### src/rtl/mc_ctrl.sv
// -----------------------------------------------------------------------------
// mc_ctrl -- multi-cycle control FSM for the MIPS core.
//
// Walks the shared datapath through FETCH, DCD, EXE, MEM, WB and BR.
// Every output is decoded from the state register plus the op/funct of the
// latched instruction. The ALU and the register-file ports are therefore
// time-shared across the phases of one instruction.
//
// Parameters
//   RA_IDX  register index written by jal. The datapath applies it when
//           ra_sel = 2; the controller only selects that source.
//   ST_W    width of the state encoding (3 or more).
//
// Ports
//   clk          system clock, rising edge
//   rst          asynchronous active-low reset
//   op, funct    IR[31:26] and IR[5:0]
//   zero         ALU zero flag, used in BR
//   dm_ready     data-memory ready (only honoured with MC_DMRDY_EN)
//   pc_wr        PC load enable
//   ir_wr        IR load enable
//   rf_wr        register-file write enable
//   dm_wr        data-memory write enable
//   npc_op       next-PC source (0 PC+4, 1 branch, 2 jump, 3 jr)
//   alu_op       0 ADD, 1 SUB, 2 AND, 3 OR, 4 SLT, 5 SLL, 6 SRL, 7 LUI
//   alu_srcb     ALU B source (0 rt, 1 extended immediate)
//   alu_srca_sh  shift form: A = rt, B = shamt
//   ext_op       0 zero-extend, 1 sign-extend, 2 upper (lui)
//   ra_sel       destination register (0 rt, 1 rd, 2 RA_IDX)
//   wd_sel       write-back data (0 ALU, 1 DM, 2 PC+4)
//   state        current state, for debug
//   instr_done   pulse on the final cycle of an instruction
//   illegal      pulse when decode finds an unsupported op/funct
//
// Build option
//   MC_DMRDY_EN  when defined, MEM waits for dm_ready. When undefined,
//                dm_ready is ignored and MEM always lasts one cycle.
// -----------------------------------------------------------------------------
module mc_ctrl #(
    parameter int RA_IDX = 31,
    parameter int ST_W   = 3
) (
    input  logic            clk,
    input  logic            rst,
    input  logic [5:0]      op,
    input  logic [5:0]      funct,
    input  logic            zero,
    input  logic            dm_ready,
    output logic            pc_wr,
    output logic            ir_wr,
    output logic            rf_wr,
    output logic            dm_wr,
    output logic [1:0]      npc_op,
    output logic [3:0]      alu_op,
    output logic            alu_srcb,
    output logic            alu_srca_sh,
    output logic [1:0]      ext_op,
    output logic [1:0]      ra_sel,
    output logic [1:0]      wd_sel,
    output logic [ST_W-1:0] state,
    output logic            instr_done,
    output logic            illegal
);

    typedef enum logic [ST_W-1:0] {
        S_RST   = ST_W'(0),
        S_FETCH = ST_W'(1),
        S_DCD   = ST_W'(2),
        S_EXE   = ST_W'(3),
        S_MEM   = ST_W'(4),
        S_WB    = ST_W'(5),
        S_BR    = ST_W'(6)
    } state_t;

    localparam logic [5:0] OP_RTYPE = 6'b000000;
    localparam logic [5:0] OP_LW    = 6'b100011;
    localparam logic [5:0] OP_SW    = 6'b101011;
    localparam logic [5:0] OP_BEQ   = 6'b000100;
    localparam logic [5:0] OP_BNE   = 6'b000101;
    localparam logic [5:0] OP_ADDI  = 6'b001000;
    localparam logic [5:0] OP_ORI   = 6'b001101;
    localparam logic [5:0] OP_LUI   = 6'b001111;
    localparam logic [5:0] OP_J     = 6'b000010;
    localparam logic [5:0] OP_JAL   = 6'b000011;

    localparam logic [5:0] FN_ADDU = 6'b100001;
    localparam logic [5:0] FN_SUBU = 6'b100011;
    localparam logic [5:0] FN_AND  = 6'b100100;
    localparam logic [5:0] FN_OR   = 6'b100101;
    localparam logic [5:0] FN_SLT  = 6'b101010;
    localparam logic [5:0] FN_SLL  = 6'b000000;
    localparam logic [5:0] FN_SRL  = 6'b000010;
    localparam logic [5:0] FN_JR   = 6'b001000;

    localparam logic [3:0] ALU_ADD = 4'd0;
    localparam logic [3:0] ALU_SUB = 4'd1;
    localparam logic [3:0] ALU_AND = 4'd2;
    localparam logic [3:0] ALU_OR  = 4'd3;
    localparam logic [3:0] ALU_SLT = 4'd4;
    localparam logic [3:0] ALU_SLL = 4'd5;
    localparam logic [3:0] ALU_SRL = 4'd6;
    localparam logic [3:0] ALU_LUI = 4'd7;

    state_t state_reg;
    state_t state_next;

    // Instruction-class decode of the latched IR fields.
    logic is_rtype;
    logic is_alu_r;
    logic is_jr;
    logic is_lw;
    logic is_sw;
    logic is_beq;
    logic is_bne;
    logic is_imm_alu;
    logic is_j;
    logic is_jal;

    assign is_rtype   = (op == OP_RTYPE);
    assign is_jr      = is_rtype && (funct == FN_JR);
    assign is_alu_r   = is_rtype && ((funct == FN_ADDU) || (funct == FN_SUBU) ||
                                     (funct == FN_AND)  || (funct == FN_OR)   ||
                                     (funct == FN_SLT)  || (funct == FN_SLL)  ||
                                     (funct == FN_SRL));
    assign is_lw      = (op == OP_LW);
    assign is_sw      = (op == OP_SW);
    assign is_beq     = (op == OP_BEQ);
    assign is_bne     = (op == OP_BNE);
    assign is_imm_alu = (op == OP_ADDI) || (op == OP_ORI) || (op == OP_LUI);
    assign is_j       = (op == OP_J);
    assign is_jal     = (op == OP_JAL);

    // ALU selects set up in EXE. They are reused unchanged in MEM and WB so
    // the ALU result (address or write-back value) stays stable.
    logic [3:0] exe_alu_op;
    logic       exe_srcb;
    logic       exe_sh;
    logic [1:0] exe_ext;

    always_comb begin
        exe_alu_op = ALU_ADD;
        exe_srcb   = 1'b0;
        exe_sh     = 1'b0;
        exe_ext    = 2'd0;
        if (is_rtype) begin
            case (funct)
                FN_SUBU: exe_alu_op = ALU_SUB;
                FN_AND:  exe_alu_op = ALU_AND;
                FN_OR:   exe_alu_op = ALU_OR;
                FN_SLT:  exe_alu_op = ALU_SLT;
                FN_SLL:  begin exe_alu_op = ALU_SLL; exe_sh = 1'b1; end
                FN_SRL:  begin exe_alu_op = ALU_SRL; exe_sh = 1'b1; end
                default: exe_alu_op = ALU_ADD;
            endcase
        end else if (op == OP_ORI) begin
            exe_srcb   = 1'b1;
            exe_ext    = 2'd0;
            exe_alu_op = ALU_OR;
        end else if (op == OP_LUI) begin
            exe_srcb   = 1'b1;
            exe_ext    = 2'd2;
            exe_alu_op = ALU_LUI;
        end else begin
            // addi, lw, sw: base + sign-extended immediate
            exe_srcb   = 1'b1;
            exe_ext    = 2'd1;
            exe_alu_op = ALU_ADD;
        end
    end

    // The async reset forces RST, whose decode drives every enable low, so
    // pending writes drop as soon as rst falls.
    always_ff @(posedge clk or negedge rst) begin
        if (!rst) begin
            state_reg <= S_RST;
        end else begin
            state_reg <= state_next;
        end
    end

    always_comb begin
        state_next  = state_reg;
        pc_wr       = 1'b0;
        ir_wr       = 1'b0;
        rf_wr       = 1'b0;
        dm_wr       = 1'b0;
        npc_op      = 2'd0;
        alu_op      = ALU_ADD;
        alu_srcb    = 1'b0;
        alu_srca_sh = 1'b0;
        ext_op      = 2'd0;
        ra_sel      = 2'd0;
        wd_sel      = 2'd0;
        instr_done  = 1'b0;
        illegal     = 1'b0;

        case (state_reg)
            S_RST: begin
                state_next = S_FETCH;
            end

            S_FETCH: begin
                pc_wr      = 1'b1;
                ir_wr      = 1'b1;
                npc_op     = 2'd0;
                state_next = S_DCD;
            end

            S_DCD: begin
                if (is_j || is_jal) begin
                    pc_wr      = 1'b1;
                    npc_op     = 2'd2;
                    instr_done = 1'b1;
                    // PC already holds PC+4 of this jal, so it is the link value.
                    if (is_jal) begin
                        rf_wr  = 1'b1;
                        ra_sel = 2'd2;
                        wd_sel = 2'd2;
                    end
                    state_next = S_FETCH;
                end else if (is_jr) begin
                    pc_wr      = 1'b1;
                    npc_op     = 2'd3;
                    instr_done = 1'b1;
                    state_next = S_FETCH;
                end else if (is_beq || is_bne) begin
                    state_next = S_BR;
                end else if (is_alu_r || is_imm_alu || is_lw || is_sw) begin
                    state_next = S_EXE;
                end else begin
                    illegal    = 1'b1;
                    instr_done = 1'b1;
                    state_next = S_FETCH;
                end
            end

            S_EXE: begin
                alu_op      = exe_alu_op;
                alu_srcb    = exe_srcb;
                alu_srca_sh = exe_sh;
                ext_op      = exe_ext;
                state_next  = (is_lw || is_sw) ? S_MEM : S_WB;
            end

            S_MEM: begin
                alu_op      = exe_alu_op;
                alu_srcb    = exe_srcb;
                alu_srca_sh = exe_sh;
                ext_op      = exe_ext;
                dm_wr       = is_sw;
`ifdef MC_DMRDY_EN
                // Hold every output, including dm_wr, until memory accepts.
                if (dm_ready) begin
                    instr_done = is_sw;
                    state_next = is_sw ? S_FETCH : S_WB;
                end
`else
                instr_done = is_sw;
                state_next = is_sw ? S_FETCH : S_WB;
`endif
            end

            S_WB: begin
                alu_op      = exe_alu_op;
                alu_srcb    = exe_srcb;
                alu_srca_sh = exe_sh;
                ext_op      = exe_ext;
                rf_wr       = 1'b1;
                instr_done  = 1'b1;
                ra_sel      = is_rtype ? 2'd1 : 2'd0;
                wd_sel      = is_lw ? 2'd1 : 2'd0;
                state_next  = S_FETCH;
            end

            S_BR: begin
                alu_op     = ALU_SUB;
                alu_srcb   = 1'b0;
                ext_op     = 2'd1;
                npc_op     = 2'd1;
                pc_wr      = is_beq ? zero : ~zero;
                instr_done = 1'b1;
                state_next = S_FETCH;
            end

            default: begin
                state_next = S_RST;
            end
        endcase
    end

    assign state = state_reg;

    // RA_IDX is consumed by the datapath. dm_ready has no effect when the
    // stall option is compiled out.
    logic unused_ok;
`ifdef MC_DMRDY_EN
    assign unused_ok = (RA_IDX != 0);
`else
    assign unused_ok = ^{dm_ready, (RA_IDX != 0)};
`endif

endmodule

### config.mk
export PLATFORM = sky130hd
export DESIGN_NAME = mc_ctrl
export DESIGN_NICKNAME = d
export VERILOG_FILES = /design/src/rtl/mc_ctrl.sv
export SDC_FILE = /design/constraint.sdc
export NUM_CORES = 1
export LEC_CHECK = 0
export CORE_UTILIZATION = 31
export CTS_BUF_LIST = sky130_fd_sc_hd__clkbuf_2
export CTS_CLUSTER_DIAMETER = 200
export DETAILED_ROUTE_END_ITERATION = 8
export PLACE_DENSITY = 0.7
export SYNTH_ARGS = -nofsm -noshare
export SYNTH_HDL_FRONTEND = slang
export SYNTH_SLANG_ARGS = --single-unit
### constraint.sdc
create_clock -name clk -period 3.8 [get_ports clk]
set_input_delay 1.14 -clock clk [delete_from_list [all_inputs] [get_ports clk]]
set_output_delay 1.14 -clock clk [all_outputs]
set_load 0.05 [all_outputs]
## Yosys cells after proc, flatten, opt, wreduce, memory -nomap -nowiden

Cells that the tools add are included.

| word-level totals | value |
|---|---|
| flip-flop bits (word level) | 3 |
| latch bits | 0 |
| bits in writable memories | 0 |
| ROM bits | 0 |
| input bits | 16 |
| output and inout bits | 23 |
| word-level logic and storage cells | 94 |
| memories kept | 0 |

| operators by class | value |
|---|---|
| $add $sub $neg | 0 |
| $mul | 0 |
| div/mod/pow operators | 0 |
| $lt $le $gt $ge | 0 |
| equality and inequality tests | 22 |
| shift-type cells | 0 |
| muxes and demuxes | 47 |
| bitwise gates (word level) | 1 |
| reduce and logical (&&, ||, !) cells | 23 |

Operators with widths:

| cell | count |
|---|---|
| == test 6 bit (second input constant) | 7 |
| == test 6 x 4 -> 1 bit (second input constant) | 4 |
| 2-to-1 mux 1 bit | 22 |
| == test 6 x 2 -> 1 bit (second input constant) | 3 |
| 2-to-1 mux 3 bit | 6 |
| one-hot mux 3 bit (6 select lines) | 1 |
| 2-to-1 mux 2 bit | 8 |
| one-hot mux 2 bit (2 select lines) | 4 |
| one-hot mux 3 bit (5 select lines) | 1 |
| logical OR 1 bit | 14 |
| == test 6 x 3 -> 1 bit (second input constant) | 2 |
| logical NOT 6 bit | 2 |
| == test 3 bit (second input constant) | 3 |
| one-hot mux 4 bit (2 select lines) | 1 |
| == test 3 x 2 -> 1 bit (second input constant) | 2 |
| one-hot mux 1 bit (3 select lines) | 2 |
| OR reduction 3 bit | 2 |
| 2-to-1 mux 4 bit | 1 |
| OR reduction 2 bit | 2 |
| == test 3 x 1 -> 1 bit (second input constant) | 1 |
| logical NOT 3 bit | 1 |
| logical AND 1 bit | 2 |
| one-hot mux 1 bit (2 select lines) | 1 |
| NOT 1 bit | 1 |

## Longest topological paths before layout

| logic depth | value |
|---|---|
| depth in word-level cells | 16 |
| gate-level depth with buffers | 6 |
| mapped depth without buffers | 5 |

## Worst setup path before layout

Ideal clock, no wire load.

| path | value |
|---|---|
| path type | input to output |
| start | input port op[3] |
| end | output port pc_wr |
| data arrival time | 3.340 ns |
| required time | 2.660 ns |
| setup slack | -0.680 ns |
| stages on the path | 6 |
| buffers on the path | 1 |
| cells stage by stage | buf_6 -> or4_4 -> nor4_2 -> a31oi_1 -> nor2b_1 -> a211o_1 |

| on the way | value |
|---|---|
| longest elaborated chain between the ends | 5 |
| elaborated cells on any way between the ends | 10 |
| classes of those cells | eq/ne: 3; mux: 4; reduce/logical: 3 |

Ends and longest elaborated chain:

| item | line | RTL |
|---|---|---|
| start, declared | 45 | `input logic [5:0] op,` |
| logical NOT 6 bit | 119 | `assign is_rtype = (op == OP_RTYPE);` |
| logical AND 1 bit | 120 | `assign is_jr = is_rtype && (funct == FN_JR);` |
| 2-to-1 mux 1 bit | 221 | `end else if (is_jr) begin` |
| 2-to-1 mux 1 bit | 210 | `if (is_j \|\| is_jal) begin` |
| one-hot mux 1 bit (3 select lines) (*) | 197 | `case (state_reg)` |
| end, declared | 49 | `output logic pc_wr,` |

Every way passes the cells marked *; elsewhere a longest branch is shown, timed or not.

## Final worst setup path

| path | value |
|---|---|
| start | input port op[1] |
| end | output port instr_done |

| on the way | value |
|---|---|
| longest elaborated chain between the ends | 11 |
| elaborated cells on any way between the ends | 24 |
| classes of those cells | eq/ne: 9; mux: 5; reduce/logical: 10 |

Ends and longest elaborated chain:

| item | line | RTL |
|---|---|---|
| == test 6 x 4 -> 1 bit | 129 | `assign is_imm_alu = (op == OP_ADDI) \|\| (op == OP_ORI) \|\| (op == OP_LUI);` |
| logical OR 1 bit (2 in series) | 129 |  |
| logical OR 1 bit (3 in series) | 228 | `end else if (is_alu_r \|\| is_imm_alu \|\| is_lw \|\| is_sw) begin` |
| 2-to-1 mux 1 bit | 228 |  |
| 2-to-1 mux 1 bit | 226 | `end else if (is_beq \|\| is_bne) begin` |
| 2-to-1 mux 1 bit | 221 |  |
| 2-to-1 mux 1 bit | 210 |  |
| one-hot mux 1 bit (3 select lines) (*) | 197 |  |
| end, declared | 61 | `output logic instr_done,` |

Marks and branches as above.

==> metrics.yaml <==
status: "complete, but fails checks"
violations: "negative setup slack"
worst_path_most_repeated_cell: "buf_6"
hpwl_um: 2030
routed.top_layer: "met4"
max-cap-violations: 0
power.leakage_nw: 0.664
vdd_drop_max_v: 0.000442
rsz0062_at_grt: "true"
syn-mean-instance-area_um2: 6.56
numCtsBuffers: 3
cts_tree: "built"
crit_chain: "buf_6 -> or4_4 -> or2_4 -> a311oi_2 -> a31oi_2 -> o21a_1 -> buf_6"
drt-met1-wl_um: 1200
power.internal_w: 0.000299
min_path_type: "register to register"
num_io_pins: 39
finalInstanceArea_um2: 1580
initial_core_util_pct: 33.7
ys_ff_latch: 3
fin_crit_ps: 3930
tightest_slew_ps: 541
path_max_fanout: 3
layout_common_cells: "27 x buf_4, 15 x buf_12, 14 x nor2_1, 9 x buf_6, 7 x nand2_1"
fin_crit_sh_pct: 104
wl_per_cell_um: 15.6
fp.dieW_um: 48.9
critPathTopFamily: "simple AND/OR/NAND/NOR gates"
clk_latency_ps: 210
drt_wl_total_um: 3060
power_switching_w: 0.000432
worstPathArrival_ps: 2790
placed_area_um2: 1430
clkTransAtPathRegs_ps: 50
vias_per_cell: 5.68
dp_slack_ps: -426
synthFlopType: "dfrtp_1"
cp_slowest_cell: "or4_4"
syn2layout_area_growth_pct: 131
dr.first_iter.drc_count: 62
grt_usage_pct: 23.4
layout-drive-gt1-share_pct: 46.7
root_buffer: "clkbuf_2"
largest_reg_flops: 3
rows: 16
die_h_um: 48.9
p_clk_share_pct: 6.4
remaining_drc_errors: 0
synth.yosys.seq_area_share_pct: 11.0
setup.worst_path.start_class: "input pin"
fillerInstances: 129
grt_max_degree: 18
cts_max_path_buffers: 2
skew_ps: 7.90
synth_cells: 104
slew_violations: 0
gr-total-overflow: 0
setup-violations-final: 7
dieArea_um2: 2390
max_freq_ghz: 0.254
ys_types: 40
crit_path_end_kind: "output port"
p_seq_share_pct: 12.4
wl_met3_um: 213
diodes: 0
core_um2: 2020
power_density_nw_per_um2: 463
async_flop_share_pct: 100
hold_depth: 1
finalWeightedCongestion: 0.805
worstPathRequired_ps: 2660
swShare_pct: 59.1
combPwrFrac_pct: 81.2
fin_ws_ps: -135
final_nets: 186
htree_levels: 1
layout_commonest_cell: "buf_4"
criticalPathCategory: "input pin to output port"
clock-sinks: 3
syn_area_um2: 682
yosys_warnings: 0
worst-path-stages: 7
grt_pass1_vias: 997
grt_pass1_wl_um: 4420
rr_worst_depth: 4
ant_nets: 0
slew_headroom_pct: 63.8
synth_edf_count: 0
slowest_delay_ps: 560
antenna_found_initial: 0
synth.net_count: 120
crit_buf_inv: 2
hold_viol: 0
power_w: 0.000731
vias: 1113
portBuffers: 36
first_pass_iters: 4
met2_length_um: 1590
worst paths after layout:
kind                          start          to  slack, ps
setup / recovery              op[1]  instr_done       -130
hold / removal             state[1]    state[0]        700
setup reg to reg           state[1]    state[1]       2230
hold reg to reg            state[1]    state[0]        700
max in group asynchronous       rst    state[2]       2550
min in group asynchronous       rst    state[0]       1100
synthesized netlist by cell type (2+ instances only):
library cell | instances | area, um2
o21ai_0 | 4 | 20.0
nor2_1 | 16 | 60.1
dfrtp_1 | 3 | 75.1
o31ai_1 | 2 | 15.0
buf_4 | 2 | 15.0
o21a_1 | 2 | 15.0
nand3b_1 | 4 | 30.0
clkbuf_1 | 3 | 11.3
nor2b_1 | 6 | 37.5
inv_1 | 2 | 7.51
nor3_1 | 5 | 25.0
and4b_1 | 2 | 20.0
a21oi_1 | 9 | 45.0
and3_1 | 2 | 12.5
nand3_1 | 4 | 20.0
a31oi_1 | 2 | 12.5
nand2_1 | 7 | 26.3
a21o_1 | 2 | 15.0
a211o_1 | 2 | 17.5
nand2b_1 | 5 | 31.3
stage by stage:
stage | utilization, % | setup TNS, ps | instances | hold slack, ps
2_1_floorplan | - | -77.2 | 104 | 844
3_3_place_gp | 70.5 | -3790 | 190 | 683
3_5_place_dp | 70.5 | -4220 | 190 | 697
4_1_cts | 75.2 | -283 | 196 | 686
5_1_grt | 78.0 | -505 | 196 | 753
6_report | 78.0 | -304 | 196 | 702
layer usage:
| metal | vias to the layer above | global-route usage (%) |
|---|---|---|
| met5 | - | 0 |
| met3 | 10 | 3.74 |
| li1 | 512 | - |
| met4 | 0 | 6.37 |
| met2 | 68 | 43.5 |
| met1 | 523 | 27.3 |
power by group through the flow:
| stage | Clock, W | Sequential, W | Combinational, W |
|---|---|---|---|
| floorplan | 0 | 0.000113 | 0.000322 |
| global placement | 0 | 0.0000873 | 0.000546 |
| detailed placement | 0 | 0.0000882 | 0.000555 |
| CTS | 0.0000483 | 0.0000878 | 0.000573 |
| global route | 0.0000493 | 0.0000937 | 0.000613 |
| finish | 0.0000468 | 0.0000904 | 0.000593 |
cell type report:
| class | instances | area (um2) | share of cell area, % |
|---|---|---|---|
| Clock buffer | 4 | 20.0 | 1.27 |
| Multi-Input combinational cell | 93 | 693 | 44.0 |
| Sequential cell | 3 | 75.1 | 4.76 |
| Timing Repair Buffer | 67 | 747 | 47.4 |
| Inverter | 2 | 7.51 | 0.476 |
| Tap cell | 27 | 33.8 | 2.14 |
logic make-up (layout without fill, tap and decap cells):
family | after synthesis | in the layout | synth area share, %
other | 1 | 1 | 0.550
and+or+nand+nor | 64 | 64 | 55.1
xor gates and xnor gates | 1 | 1 | 1.28
AOI/OAI and AO/OA | 27 | 27 | 25.5
DFF | 3 | 3 | 11.0
buffers and inverters | 8 | 73 | 6.61
worst register-to-register path: stages, from the launching register on:
cell     delay [ps]
dfrtp_1         560
nor2b_1         360
nor2b_1         330
nand2_1         100
o22ai_1         140
what timing repair did:
action	4_1_cts	5_1_grt
hold buffers	0	0
endpoints found under the setup margin	13	9
resized for setup	37	14
pin swaps	9	10
setup buffers	2	1
Note: power is estimated with default switching activity, not from simulation.
